**config.mk**
```make
export PLATFORM = sky130hd
export DESIGN_NAME = pc_fetch_unit
export DESIGN_NICKNAME = d
export VERILOG_FILES = /design/src/rtl/pc_fetch_pkg.sv /design/src/rtl/npc_calc.sv /design/src/rtl/pc_fetch_unit.sv
export SDC_FILE = /design/constraint.sdc
export NUM_CORES = 1
export LEC_CHECK = 0
export CORE_MARGIN = 1.5
export CORE_UTILIZATION = 35
export DETAILED_ROUTE_END_ITERATION = 8
export GPL_ROUTABILITY_DRIVEN = 0
export GPL_TIMING_DRIVEN = 0
export PLACE_DENSITY = 0.7
export SYNTH_ARGS = -nofsm -noshare
export SYNTH_HDL_FRONTEND = slang
export SYNTH_SLANG_ARGS = --single-unit
```
**constraint.sdc**
```tcl
create_clock -name clk -period 4.1 [get_ports clk]
set_clock_uncertainty 0.05 [all_clocks]
set_input_delay 1.025 -clock clk [delete_from_list [all_inputs] [get_ports clk]]
set_output_delay 1.025 -clock clk [all_outputs]
set_load 0.01 [all_outputs]
```
**src/rtl/pc_fetch_pkg.sv**
```systemverilog
// Shared constants for the fetch unit: next-PC select codes, FSM states, reset vector.
package pc_fetch_pkg;

    localparam logic [2:0] NPC_SEQ = 3'b000;
    localparam logic [2:0] NPC_BEQ = 3'b001;
    localparam logic [2:0] NPC_BNE = 3'b010;
    localparam logic [2:0] NPC_J   = 3'b011;
    localparam logic [2:0] NPC_JAL = 3'b100;
    localparam logic [2:0] NPC_JR  = 3'b101;

    typedef enum logic [1:0] {
        ST_BOOT  = 2'b00,
        ST_FETCH = 2'b01,
        ST_EXEC  = 2'b10
    } state_t;

    localparam logic [31:0] DEFAULT_RESET_PC = 32'h0000_3000;

endpackage

```
**src/rtl/npc_calc.sv**
```systemverilog
// Combinational next-PC selection and jr misalignment detection.
module npc_calc
    import pc_fetch_pkg::*;
(
    input  logic [31:0] i_pc,
    input  logic [2:0]  i_npc_op,
    input  logic        i_zero,
    input  logic [31:0] i_ext_imm,
    input  logic [25:0] i_instr_index,
    input  logic [31:0] i_jr_target,
    output logic [31:0] o_pc_plus4,
    output logic [31:0] o_npc,
    output logic        o_misalign
);

    logic [31:0] w_branch_target;
    logic [31:0] w_jump_target;

    assign o_pc_plus4      = i_pc + 32'd4;
    assign w_branch_target = o_pc_plus4 + {i_ext_imm[29:0], 2'b00};
    assign w_jump_target   = {o_pc_plus4[31:28], i_instr_index, 2'b00};

    always_comb begin
        // NOTE: defaults first so no path through the case leaves an output unassigned (no latch).
        o_npc      = o_pc_plus4;
        o_misalign = 1'b0;
        case (i_npc_op)
            NPC_BEQ: if (i_zero)  o_npc = w_branch_target;
            NPC_BNE: if (!i_zero) o_npc = w_branch_target;
            NPC_J,
            NPC_JAL: o_npc = w_jump_target;
            NPC_JR: begin
                o_npc      = {i_jr_target[31:2], 2'b00};
                o_misalign = |i_jr_target[1:0];
            end
            default: ;
        endcase
    end

endmodule

```
**src/rtl/pc_fetch_unit.sv**
```systemverilog
// PC register, instruction register and BOOT/FETCH/EXEC sequencing against instruction memory.
module pc_fetch_unit
    import pc_fetch_pkg::*;
#(
    parameter logic [31:0] RESET_PC = DEFAULT_RESET_PC,
    parameter int          ADDR_W   = 32
) (
    input  logic              clk,
    input  logic              rst_n,
    input  logic [2:0]        npc_op,
    input  logic              zero,
    input  logic [31:0]       ext_imm,
    input  logic [25:0]       instr_index,
    input  logic [ADDR_W-1:0] jr_target,
    input  logic              stall,
    output logic              imem_req,
    output logic [ADDR_W-1:0] imem_addr,
    input  logic              imem_ready,
    input  logic [31:0]       imem_rdata,
    output logic [31:0]       instr,
    output logic              instr_valid,
    output logic [ADDR_W-1:0] pc,
    output logic [ADDR_W-1:0] pc_plus4,
    output logic              pc_err
);

    state_t      r_state;
    state_t      w_next_state;
    logic [31:0] r_pc;
    logic [31:0] r_instr;
    logic        r_pc_err;
    logic [31:0] w_npc;
    logic        w_misalign;
    logic        w_capture;
    logic        w_commit;

    npc_calc u_npc_calc (
        .i_pc          (r_pc),
        .i_npc_op      (npc_op),
        .i_zero        (zero),
        .i_ext_imm     (ext_imm),
        .i_instr_index (instr_index),
        .i_jr_target   (jr_target),
        .o_pc_plus4    (pc_plus4),
        .o_npc         (w_npc),
        .o_misalign    (w_misalign)
    );

    always_ff @(posedge clk or negedge rst_n) begin
        // NOTE: non-blocking so every register samples pre-edge values regardless of statement order.
        if (!rst_n) r_state <= ST_BOOT;
        else        r_state <= w_next_state;
    end

    always_comb begin
        w_next_state = r_state;
        imem_req     = 1'b0;
        instr_valid  = 1'b0;
        w_capture    = 1'b0;
        w_commit     = 1'b0;
        case (r_state)
            ST_BOOT: w_next_state = ST_FETCH;
            ST_FETCH: begin
                imem_req = 1'b1;
                if (imem_ready) begin
                    w_capture    = 1'b1;
                    w_next_state = ST_EXEC;
                end
            end
            ST_EXEC: begin
                instr_valid = 1'b1;
                if (!stall) begin
                    w_commit     = 1'b1;
                    w_next_state = ST_FETCH;
                end
            end
            default: w_next_state = ST_BOOT;
        endcase
    end

    always_ff @(posedge clk or negedge rst_n) begin
        if (!rst_n) begin
            r_pc     <= RESET_PC;
            r_instr  <= 32'h0;
            r_pc_err <= 1'b0;
        end else begin
            if (w_capture) r_instr <= imem_rdata;
            if (w_commit)  r_pc    <= w_npc;
            // Pulse lasts only the cycle after a committing jr to a misaligned target.
            r_pc_err <= w_commit && (npc_op == NPC_JR) && w_misalign;
        end
    end

    assign imem_addr = r_pc;
    assign pc        = r_pc;
    assign instr     = r_instr;
    assign pc_err    = r_pc_err;

endmodule

```
# After elaboration in Yosys (flattened, before gate mapping)
# Index checks and enable logic that the tools add are counted.
[totals]
reg_bits = 67
in_bits = 130
output_inout_bits = 131
wordCells = 34
[op_classes]
addsub = 2
n_eq_ne = 9
muxes = 13
n_reduce_logical = 6
[op_table]
columns = ["cell", "count"]
rows = [
  ["$pmux 32 s4", 1],
  ["$mux 32", 2],
  ["$add 32x3->32 const B", 1],
  ["$add 32x32->32", 1],
  ["$mux 1", 7],
  ["$eq 3x2->1 const B", 2],
  ["$eq 3x3->1 const B", 2],
  ["$pmux 2 s3", 1],
  ["$mux 2", 2],
  ["$ne 2x2->1 const B", 2],
  ["$reduce_or 2->1", 2],
  ["$eq 3x1->1 const B", 1],
  ["$eq 2x1->1 const B", 1],
  ["$eq 2x2->1 const B", 1],
  ["$logic_and 1x1->1", 2],
  ["$logic_not 2->1", 1],
  ["$reduce_and 2->1", 1],
]

# Logic depth before layout (Yosys ltp)
[depth]
ltp_word = 4
depth_mapped = 16
depth_no_buf = 15

# Modules after synthesis
# From an unflattened synthesis, not the netlist that was laid out.
[unflattened]
hier_cells = 587
area_unflattened_um2 = 5622.9
[modules_own_cells]
columns = ["module", "instances", "cells_per_inst", "area_per_inst_um2", "seq_area_each_um2"]
rows = [
  ["npc_calc", 1, 409, 2825.2, 0.0],
  ["pc_fetch_unit", 1, 178, 2797.7, 1679.1],
]

# Least setup slack after synthesis
# Ideal clock, no wire load.
[synth_path]
kind = "flip-flop to flip-flop"
start = "reg r_pc[2] (netlist: imem_addr[2])"
end = "reg r_pc[31] (netlist: imem_addr[31])"
setup_ns = 0.069
arrival_ns = 3.607
t_required_ns = 3.981
slack_ns = 0.373
path_stages_with_launch = 15
n_path_buf = 1
synth_period_minus_slack_ns = 3.727
cell_sequence = "dfrtp_1 -> ha_1 -> and3_1 -> buf_2 -> nand3_1 -> xnor2_1 -> ha_1 -> a21oi_1 -> o21ai_0 -> a21o_1 -> a2111oi_4 -> o21bai_2 -> o211a_1 -> or4_1 -> nand3_1"
[synth_between]
elab_chain_cells = 4
elab_cells_between_ends = 5
cone_classes = "2 x add/sub; 3 x mux"
[synth_rtl]
columns = ["element", "line_no", "text"]
rows = [
  ["from (decl)", "pc_fetch_unit.sv:29", "logic [31:0] r_pc;"],
  ["from (signal assigned)", "pc_fetch_unit.sv:88", "if (w_commit) r_pc <= w_npc;"],
  ["$add 32x3->32 (*)", "npc_calc.sv:19", "assign o_pc_plus4 = i_pc + 32'd4;"],
  ["via pc_plus4[10]", "pc_fetch_unit.sv:23", "output logic [ADDR_W-1:0] pc_plus4,"],
  ["$add 32x32->32 (*)", "npc_calc.sv:20", "assign w_branch_target = o_pc_plus4 + {i_ext_imm[29:0], 2'b00};"],
  ["$mux 32, on equally long branches", "npc_calc.sv:29, npc_calc.sv:28", ""],
  ["$pmux 32 s4 (*)", "npc_calc.sv:27", "case (i_npc_op)"],
]
# Mark *: on every way through the listed nets, which the timed path passes. The rest lies on a longest branch.
# A chain may end at the register's enable or synchronous reset.

# Worst setup path in the final report
[layout_path]
start = "reg r_pc[12] (netlist: imem_addr[12])"
end = "out pc_plus4[26]"
[layout_between]
elab_chain_cells = 1
[layout_rtl]
columns = ["element", "line_no"]
rows = [
  ["$add 32x3->32", "npc_calc.sv:19"],
  ["to (decl)", "pc_fetch_unit.sv:23"],
]
# Every way passes these cells.

==> flow_metrics.env <==
export IMPL_placement_rows=45
export IMPL_seqPwrFrac_pct=20.5
export IMPL_cts_htree_levels=3
export IMPL_reg2reg_depth=14
export IMPL_startpoint_type="register"
export IMPL_timing_max_slew_rel_slack_pct=27.8
export IMPL_clk_latency_ns=0.34
export IMPL_finalHoldViolations=0
export IMPL_cts_root_buffer_cell="clkbuf_16"
export IMPL_net_total_in_the_final_layout=1058
export IMPL_synth_warning_count=0
export IMPL_place_ws_ns=-0.287
export IMPL_initial_core_util_pct=35.9
export IMPL_drt_met1_wl_mm=9.27
export IMPL_ys_ff_latch=65
export IMPL_regToRegSetupSlack_ns=0.19
export IMPL_grt_max_degree=39
export IMPL_drc=0
export IMPL_final_number_of_setup_violating_endpoints=0
export IMPL_worstSetupEndpoint="pc_plus4[26]"
export IMPL_floorplan_die_area_mm2=0.0164
export IMPL_clock_tree_buffer_depth=2
export IMPL_dp_final_hpwl_mm=16.5
export IMPL_worst_ep_required_time_ns=3.02
export IMPL_vdd_ir_drop_max_uv=279
export IMPL_clkTransAtPathRegs_ns=0.06
export IMPL_power_share_combinational_pct=66.6
export IMPL_worstMarginPinSlew_ns=1.08
export IMPL_die_h_um=128
export IMPL_num_antenna_cells=0
export IMPL_route_vias_total=6038
export IMPL_io_buffers=251
export IMPL_fin_tns_setup_ns=0
export IMPL_post_drt_wl_per_cell_um=19.3
export IMPL_status="completed"
export IMPL_first_global_vias=5666
export IMPL_antenna_found_initial=0
export IMPL_maxUsedRoutingLayer="met4"
export IMPL_hold_class="reg -> reg"
export IMPL_timing_setup_critical_path_class="reg -> out"
export IMPL_cts_tree="built"
export IMPL_period_minus_slack_ns=3.98
export IMPL_power_clock_fraction_pct=12.9
export IMPL_globalRouteTotalUtil_pct=25.9
export IMPL_synth_async_reset_ratio_pct=100
export IMPL_maxCapViolations=0
export IMPL_net_switching_power_uw=2730
export IMPL_drt_initial_drc_count=442
export IMPL_timing_fmax_ghz=0.251
export IMPL_internal_power_uw=3870
export IMPL_mostFrequentLayoutCell="clkdlybuf4s50_1"
export IMPL_synth_seq_area_share_pct=29.7
export IMPL_worstPathMaxFanout=7
export IMPL_number_of_vias_per_cell=5.45
export IMPL_fin_crit_sh_pct=97.0
export IMPL_drtPass1Iterations=5
export IMPL_post_synth_num_cell_types=62
export IMPL_synthesized_area_per_cell_um2=8.75
export IMPL_global_route_wire_length_before_repair_mm=32.2
export IMPL_met2RoutedLength_mm=10.0
export IMPL_timing_rr_end="imem_addr[31]"
export IMPL_cell_count_after_synthesis=626
export IMPL_drive_gt1_share_pct=12.4
export IMPL_overflow=0
export IMPL_die_x_um=128
export IMPL_switching_share_pct=41.4
export IMPL_ant_nets=0
export IMPL_core_area_mm2=0.0153
export IMPL_setup_repair_after_global_routing_missed_its_margin="true"
export IMPL_cp_end_kind="primary output"
export IMPL_worst_endpoint_arrival_ns=2.90
export IMPL_dr_wl_met3_mm=1.52
export IMPL_post_route_worst_setup_slack_ns=0.124
export IMPL_clock_sink_count=65
export IMPL_routed_wirelength_mm=21.4
export IMPL_cts_made_buffers=9
export IMPL_power_static_leakage_uw=0.00359
export IMPL_area_growth_synth_to_final_pct=58.5
export IMPL_ys_flop_type="dfrtp_1"
export IMPL_synth_edf_count=0
export IMPL_power_per_cell_area_mw_per_mm2=760
export IMPL_mostFrequentLayoutCells="250 x clkdlybuf4s50_1, 58 x nor2_1, 58 x dfrtp_1"
export IMPL_slew_viol_final=0
export IMPL_mappedNetlistArea_mm2=0.00548
export IMPL_top_level_i_o_count=261
export IMPL_startpoint="imem_addr[12]"
export IMPL_regToRegStartpoint="imem_addr[12]"
## registers in the layout, summed over array words and instances (netlist names)
signal / flops
imem_addr: 30
instr: 32
pc_err: 1
r_state: 2
## per-layer routing
metal / up-vias / global-route usage, %
met5: - / 0
met3: 44 / 3.13
li1: 2811 / -
met2: 296 / 42.0
met1: 2887 / 35.3
met4: 0 / 9.65
## power groups by stage
stage | logic, uW | clock network, uW | registers, uW
floorplan | 2300 | 0 | 1400
global placement | 4290 | 0 | 1320
detailed placement | 4310 | 0 | 1340
CTS | 4360 | 859 | 1330
global route | 4750 | 886 | 1410
finish | 4400 | 852 | 1350
## kinds of logic after synthesis
logic type | count (synthesis) | share of synthesized area (%)
fa+ha+maj | 36 | 8.36
buf+inv | 81 | 8.04
compound gates | 177 | 23.4
xor+xnor | 44 | 7.03
mux | 35 | 7.15
simple gates | 187 | 16.3
other cells | 1 | 0.0684
flops | 65 | 29.7
## per-stage QoR
stage | hold WS, ns | utilization [%] | power [uW] | cell area (um2) | cells
2_1_floorplan | 0.443 | - | 3700 | 5500 | 631
3_3_place_gp | 0.437 | 54.2 | 5610 | 8280 | 1093
3_5_place_dp | 0.441 | 54.4 | 5650 | 8290 | 1094
4_1_cts | 0.455 | 56.6 | 6550 | 8640 | 1110
5_1_grt | 0.462 | 56.9 | 7050 | 8690 | 1108
6_report | 0.451 | 56.9 | 6600 | 8690 | 1108
## layout make-up
cell class,instances,area (um2)
Buffer,62,372
Clock buffer,10,229
Multi-Input combinational cell,485,3500
Fill cell,1370,6570
Tap cell,211,264
Timing Repair Buffer,253,2540
Clock inverter,6,92.6
Sequential cell,65,1640
Inverter,16,60.1
## worst max-delay path: stages, from the launching register on
cell and delay (ns):
dfstp_2 0.61, and2_1 0.19, and4_1 0.36, nand2_1 0.10, nor2_1 0.20, and3_1 0.21
xor2_1 0.27, clkdlybuf4s50_1 0.61
## cell usage after synthesis, drive strengths merged, types with 20 or more instances
cell,instances,share of area (%)
a21oi,37,3.4
nand2,42,2.9
buf,38,5.1
o21ai,30,2.7
a221oi,25,4.0
nand3,23,2.1
xor2,20,3.2
nor2,59,4.0
dfrtp,63,29
ha,35,8.0
clkbuf,27,1.8
xnor2,24,3.8
mux2,33,6.8
## repair_timing
item	CTS	global route
hold endpoints to repair	0	0
resized for setup	6	16
pin swaps	1	0
endpoints found under the setup margin	19	18
buffers inserted	1	0
gates cloned	0	0
hold buffers	0	0
## worst min-delay path by stage
stage                from    endpoint  cells past startpoint
2_1_floorplan  r_state[0]  r_state[0]                      1
5_1_grt         instr[24]   instr[24]                      1
3_3_place_gp    instr[22]   instr[22]                      1
4_1_cts          instr[0]    instr[0]                      1
3_5_place_dp    instr[29]   instr[29]                      1
6_report         instr[0]    instr[0]                      1
Note: power is estimated with default switching activity, not from simulation.
